File: src/rtl/irrigacao_leitor.sv
// irrigacao_leitor: recovers the 2-bit irrigation code from the 7 segment lines.
// Optional macro IRRIG_CHGCNT_EN adds the trocas/falhas event counters.
module irrigacao_leitor #(
    parameter int STABLE_CYCLES = 4
) (
    input  logic       clk,
    input  logic       reset,
    input  logic       A,
    input  logic       B,
    input  logic       C,
    input  logic       D,
    input  logic       E,
    input  logic       F,
    input  logic       G,
    output logic [1:0] Saida,
    output logic       valido,
    output logic       erro,
    output logic       upd
`ifdef IRRIG_CHGCNT_EN
    ,
    output logic [7:0] trocas,
    output logic [3:0] falhas
`endif
);

    localparam logic [3:0] SC = 4'(STABLE_CYCLES);

    typedef enum logic [1:0] {
        S_WAIT,
        S_LOCK,
        S_FAULT
    } state_t;

    state_t     state;
    logic [6:0] seg_q;
    logic [6:0] cand;
    logic [3:0] cnt;
    logic       acc_done;
    logic       accept;
    logic       legal;
    logic [1:0] code;

    // One-shot accept: fires once when the candidate first reaches saturation
    assign accept = (cnt == SC) && !acc_done;

    // Map the stable candidate to a code; anything else is illegal
    always_comb begin
        legal = 1'b1;
        code  = 2'd0;
        case (cand)
            7'b0000000: code = 2'd0;
            7'b1111110: code = 2'd1;
            7'b0110000: code = 2'd2;
            7'b1101101: code = 2'd3;
            default:    legal = 1'b0;
        endcase
    end

    // Register the pins, then track how long the sampled pattern has held
    always_ff @(posedge clk) begin
        if (reset) begin
            seg_q    <= '0;
            cand     <= '0;
            cnt      <= '0;
            acc_done <= 1'b0;
        end else begin
            seg_q <= {A, B, C, D, E, F, G};
            if (seg_q != cand) begin
                cand     <= seg_q;
                cnt      <= 4'd1;
                acc_done <= 1'b0;
            end else begin
                if (cnt < SC)
                    cnt <= cnt + 4'd1;
                if (accept)
                    acc_done <= 1'b1;
            end
        end
    end

    // State machine with registered outputs, advancing only on accept events
    always_ff @(posedge clk) begin
        if (reset) begin
            state  <= S_WAIT;
            Saida  <= 2'd0;
            valido <= 1'b0;
            erro   <= 1'b0;
            upd    <= 1'b0;
`ifdef IRRIG_CHGCNT_EN
            trocas <= 8'd0;
            falhas <= 4'd0;
`endif
        end else begin
            upd <= 1'b0;
            if (accept) begin
                if (legal) begin
                    // FAULT->LOCK always announces, even with the same code
                    if (state != S_LOCK || code != Saida) begin
                        Saida <= code;
                        upd   <= 1'b1;
`ifdef IRRIG_CHGCNT_EN
                        trocas <= trocas + 8'd1;
`endif
                    end
                    state  <= S_LOCK;
                    valido <= 1'b1;
                    erro   <= 1'b0;
                end else begin
`ifdef IRRIG_CHGCNT_EN
                    if (state != S_FAULT && falhas != 4'd15)
                        falhas <= falhas + 4'd1;
`endif
                    state  <= S_FAULT;
                    valido <= 1'b0;
                    erro   <= 1'b1;
                end
            end
        end
    end

endmodule

File: config.mk
export PLATFORM = sky130hd
export DESIGN_NAME = irrigacao_leitor
export DESIGN_NICKNAME = d
export VERILOG_FILES = /design/src/rtl/irrigacao_leitor.sv
export SDC_FILE = /design/constraint.sdc
export NUM_CORES = 1
export LEC_CHECK = 0
export CAP_MARGIN = 25
export CORE_ASPECT_RATIO = 0.9
export CORE_MARGIN = 4
export CORE_UTILIZATION = 46
export DETAILED_ROUTE_END_ITERATION = 7
export PLACE_DENSITY = 0.72
export SKIP_LAST_GASP = 1
export SLEW_MARGIN = 20
export SYNTH_ARGS = -nofsm -noshare
export SYNTH_HDL_FRONTEND = slang
export SYNTH_SLANG_ARGS = --single-unit
File: constraint.sdc
create_clock -name clk -period 1.7 [get_ports clk]
set_clock_uncertainty 0.15 [all_clocks]
set_input_delay 0.34 -clock clk [delete_from_list [all_inputs] [get_ports clk]]
set_output_delay 0.34 -clock clk [all_outputs]
set_load 0.005 [all_outputs]
-- Word level (Yosys, flattened, before mapping)
Index checks and enable logic that the tools add are counted.
W data, S select, Z words.
- flip-flop bits (word level): 26
- bits in latches: 0
- memory bits (writable): 0
- memory bits (read-only): 0
- bits of input ports: 9
- logic and storage cells: 38
- memories kept: 0
- add/sub/neg operators: 1
- $mul: 0
- divide/modulo/power cells: 0
- order comparisons: 1
- equality and inequality tests: 7
- shift-type cells: 0
- multiplexer cells: 8
- bitwise logic cells: 2
- reductions and logical operators: 9
- operators by type and width (operator ; number):
    $eq A7 B7 Y1 const B ; 2
    $eq A7 B6 Y1 const B ; 1
    $logic_not A7 Y1 ; 1
    $ne A7 B7 Y1 ; 1
    $mux W1 ; 6
    $pmux W2 S3 ; 1
    $add A4 B1 Y4 const B ; 1
    $eq A4 B3 Y1 const B ; 1
    $lt A4 B3 Y1 const B ; 1
    $reduce_or A4 Y1 ; 1
    $reduce_and A3 Y1 ; 1
    $reduce_or A3 Y1 ; 1
    $mux W2 ; 1
    $ne A2 B1 Y1 const B ; 1
    $ne A2 B2 Y1 ; 1
    $not A1 Y1 ; 2
    $reduce_bool A2 Y1 ; 1
    $reduce_or A2 Y1 ; 1
    $logic_and A1 B1 Y1 ; 1
    $logic_not A1 Y1 ; 1
    $logic_or A1 B1 Y1 ; 1

-- Longest topological paths before layout
- depth in word-level cells: 5
- gate-level depth with buffers: 6

-- Least setup slack after synthesis
Ideal clock, no wire load.
- kind: reg-to-reg
- start point: reg cnt[0]
- end point: reg Saida[1]
- library setup time: 121 ps
- arrival: 1335 ps
- data required time: 1429 ps
- setup slack: 94 ps
- stages on the path, launching flop included: 7
- path buffers: 0
- path through: dfxtp_1 > inv_1 > ha_1 > nand2_1 > nor3_2 > a21bo_2 > mux2_4
- longest elaborated chain between the ends: 3
- RTL lines (element ; RTL line ; RTL):
    start, declared ; 37 ; logic [3:0] cnt;
    start signal, assigned ; 74 ; cnt <= cnt + 4'd1;
    $eq A4 B3 Y1 ; 44 ; assign accept = (cnt == SC) && !acc_done;
    $logic_and A1 B1 Y1 ; 44 ;
    $reduce_and A3 Y1 (no line) ; - ;
    end signal, assigned ; 99 ; Saida <= code;
    end, declared ; 15 ; output logic [1:0] Saida,
Every way passes these cells.
A chain may end at the register's enable or synchronous reset.

-- Worst setup path in the final report
- start point: reg Saida[1]
- end point: out Saida[1]
No word-level cell between the ends.

==> metrics.cfg <==
[run_status]
status=finished, violations left
violations=negative setup slack

[timing]
rsz0062_at_grt=true
final.setup.worst_slack_ps=-2.626
final-hold-violation-count=0
finalSetupViolations=1
finalCritPeriodShare_pct=100.2
maxSlewHeadroom_pct=77.17
worstMarginPinSlew_ps=339.9
period_needed_ps=1703
fmax_mhz=587.3
maxSlewViolCount=0

[global_route]
grt_pass1_wl_um=2628
track_usage_pct=11.66
grt_pass1_vias=648
grt-ovfl-total=0
antenna_found_initial=0
grt_max_degree=15

[setup_path]
path_class=reg -> out
slowest_stage=clkdlybuf4s50_1
end_kind=output pin
path_cells=clkdlybuf4s50_1
arrival_ps=1210
path_buf_inv=1
crit_required_ps=1210
critical-path-max-stage-delay_ps=530
path_max_fanout=3
path_delay_family=buffers and inverters
critPathLaunchType=flip-flop

[floorplan]
io_pins=14
die_h_um=51.59
die_w_um=56.43
initial_core_util_pct=49.74
core_um2=1952
row_count=15
die-area_um2=2911

[logic_synthesis]
yosys.area.top_type=dfxtp_1
synth-edff-count=0
syn-num-nets=105
avgSynthCellArea_um2=10.33
synthesis.instances=94
async_reset_ff_share_pct=0
synthTopCellsByArea=dfxtp_1 49%, nor2b_1 11%, xnor2_1 8.1%
syn_area_um2=970.9
ys_seq_area_share_pct=49.48
ys_types=30
ys_warn_count=0
ys_seq_elements=24
yosys-top-cells-count=24 x dfxtp_1, 17 x nor2b_1, 9 x xnor2_1
yosysTopAreaCellShare_pct=49.48
yosysMostFrequentCell=dfxtp_1
ys.flop_type=dfxtp_1

[routing]
drt_iter0_markers=12
maxUsedRoutingLayer=met4
postRouteAntennaNets=0
drc_errors=0
wl_per_cell_um=11.96
wl_met1_um=743
drt-vias-per-instance=4.780
vias=674
firstDrtPassIters=4
routed_wl_um=1686
dr_wl_met2_um=844
dr_wl_met3_um=86

[clock_network]
htreeDepth=1
cts_max_path_buffers=2
cts.sinks=24
root_buffer=clkbuf_4
cts.clk_slew.worst_paths_ps=130
numCtsBuffers=3
cts_tree=yes
clock_latency_ps=310

[run]
drv_cap=0

[pwr]
leakagePower_nw=0.4941
irDropWorstVdd_v=0.0006605
power_w=0.001083
power_density_nw_per_um2=854.3

[layout]
drive_gt1_share_pct=23.28
diodes=0
post-route-util_pct=64.94
fin_nets=128
syn2layout_area_growth_pct=30.54

[placement]
pre_cts_ws_ps=-0.9838
hpwlAfterDp_um=1178
io_buffers=13
gp_congestion=0.7567

[worst_hold_path]
hp-class=reg -> reg

where the power goes:
group	switching [W]	internal, W
Clock	0.000164	0.000238
Sequential	0.0000143	0.000581
Combinational	0.0000341	0.0000513
Total	0.000213	0.000870
stage by stage:
step	instance area, µm²	instances	TNS [ps]	hold slack (ps)
finish	1267	141	-2.626	337.0
global route	1267	141	-49.43	354.6
CTS	1210	138	0	341.5
detailed placement	1155	134	-0.9838	323.5
global placement	1155	134	0	315.4
floorplan	970.9	94	0	309.0
cell usage in the layout, fill, tap and decap left out:
cell and count:
and4bb_2 1, dfxtp_2 6, o21ai_0 1, o21a_1 2
nand2b_1 2, clkbuf_4 3, and4_1 1, o21ai_2 1
a21oi_1 1, nor3_1 3, nor2_1 5, nor2b_1 17
a311oi_1 2, a22oi_1 1, nand2_2 1, bufinv_16 1
nor3b_2 1, a21bo_4 1, dfxtp_1 18, mux2_4 1
ha_1 1, inv_2 1, nand4_1 1, dlymetal6s2s_1 1
and3b_2 1, nor3_4 1, xor2_1 2, nand2_1 1
nand3_1 3, xnor2_1 9, mux2i_1 1, inv_1 2
a21boi_0 1, and2_1 1, ha_4 1, clkdlybuf4s50_1 12
o211ai_1 1, buf_4 7
repair_timing:
action / in CTS / in global routing
hold buffers: 0 / 0
pin swaps: 0 / 1
gates resized for setup: 2 / 11
buffers inserted: 0 / 3
endpoints found under the setup margin: 2 / 5
cell type report:
class	instances	area [µm²]
clock buffers	3	22.52
clock inverters	1	30.03
fillers	171	684.4
inverters	3	11.26
multi-input cells	65	499.2
flip-flops and latches	24	488.0
well taps	25	31.28
repair buffers	20	185.2
state kept, by name, summed over array words and instances (netlist names):
register,flops
state,1
cand,7
seg_q,7
Saida,2
cnt,4
upd,1
erro,1
acc_done,1
worst register-to-register path, stage by stage (launching register included):
cell and delay [ps]:
dfxtp_2 350, inv_2 80, ha_4 140, nand2_2 60
nor3_4 220, a21bo_4 260, mux2_4 300
final timing paths:
path / endpoint / cells after the start / slack (ps) / startpoint
worst max-delay path: Saida[1] / 1 / -3 / Saida[1]
worst max register to register: Saida[1] / 6 / 40 / cnt[0]
worst min register to register: cand[6] / 1 / 340 / seg_q[6]
worst min-delay path: cand[6] / 1 / 340 / seg_q[6]
cells by family after synthesis:
logic type | count (synthesis) | share of synthesized area [%]
AOI/OAI and AO/OA | 11 | 8.634
xor gates and xnor gates | 11 | 9.923
adders and majority gates | 2 | 2.577
buffers and inverters | 5 | 1.933
DFF | 24 | 49.48
muxes | 2 | 2.577
and+or+nand+nor | 39 | 24.87
layer usage:
layer  vias to the layer above  global-route usage, %
met4                         0                  2.372
met2                        14                  20.58
li1                        362                      -
met5                         -                      0
met3                         2                  5.211
met1                       296                  13.00
(Power assumes the default switching activity.)
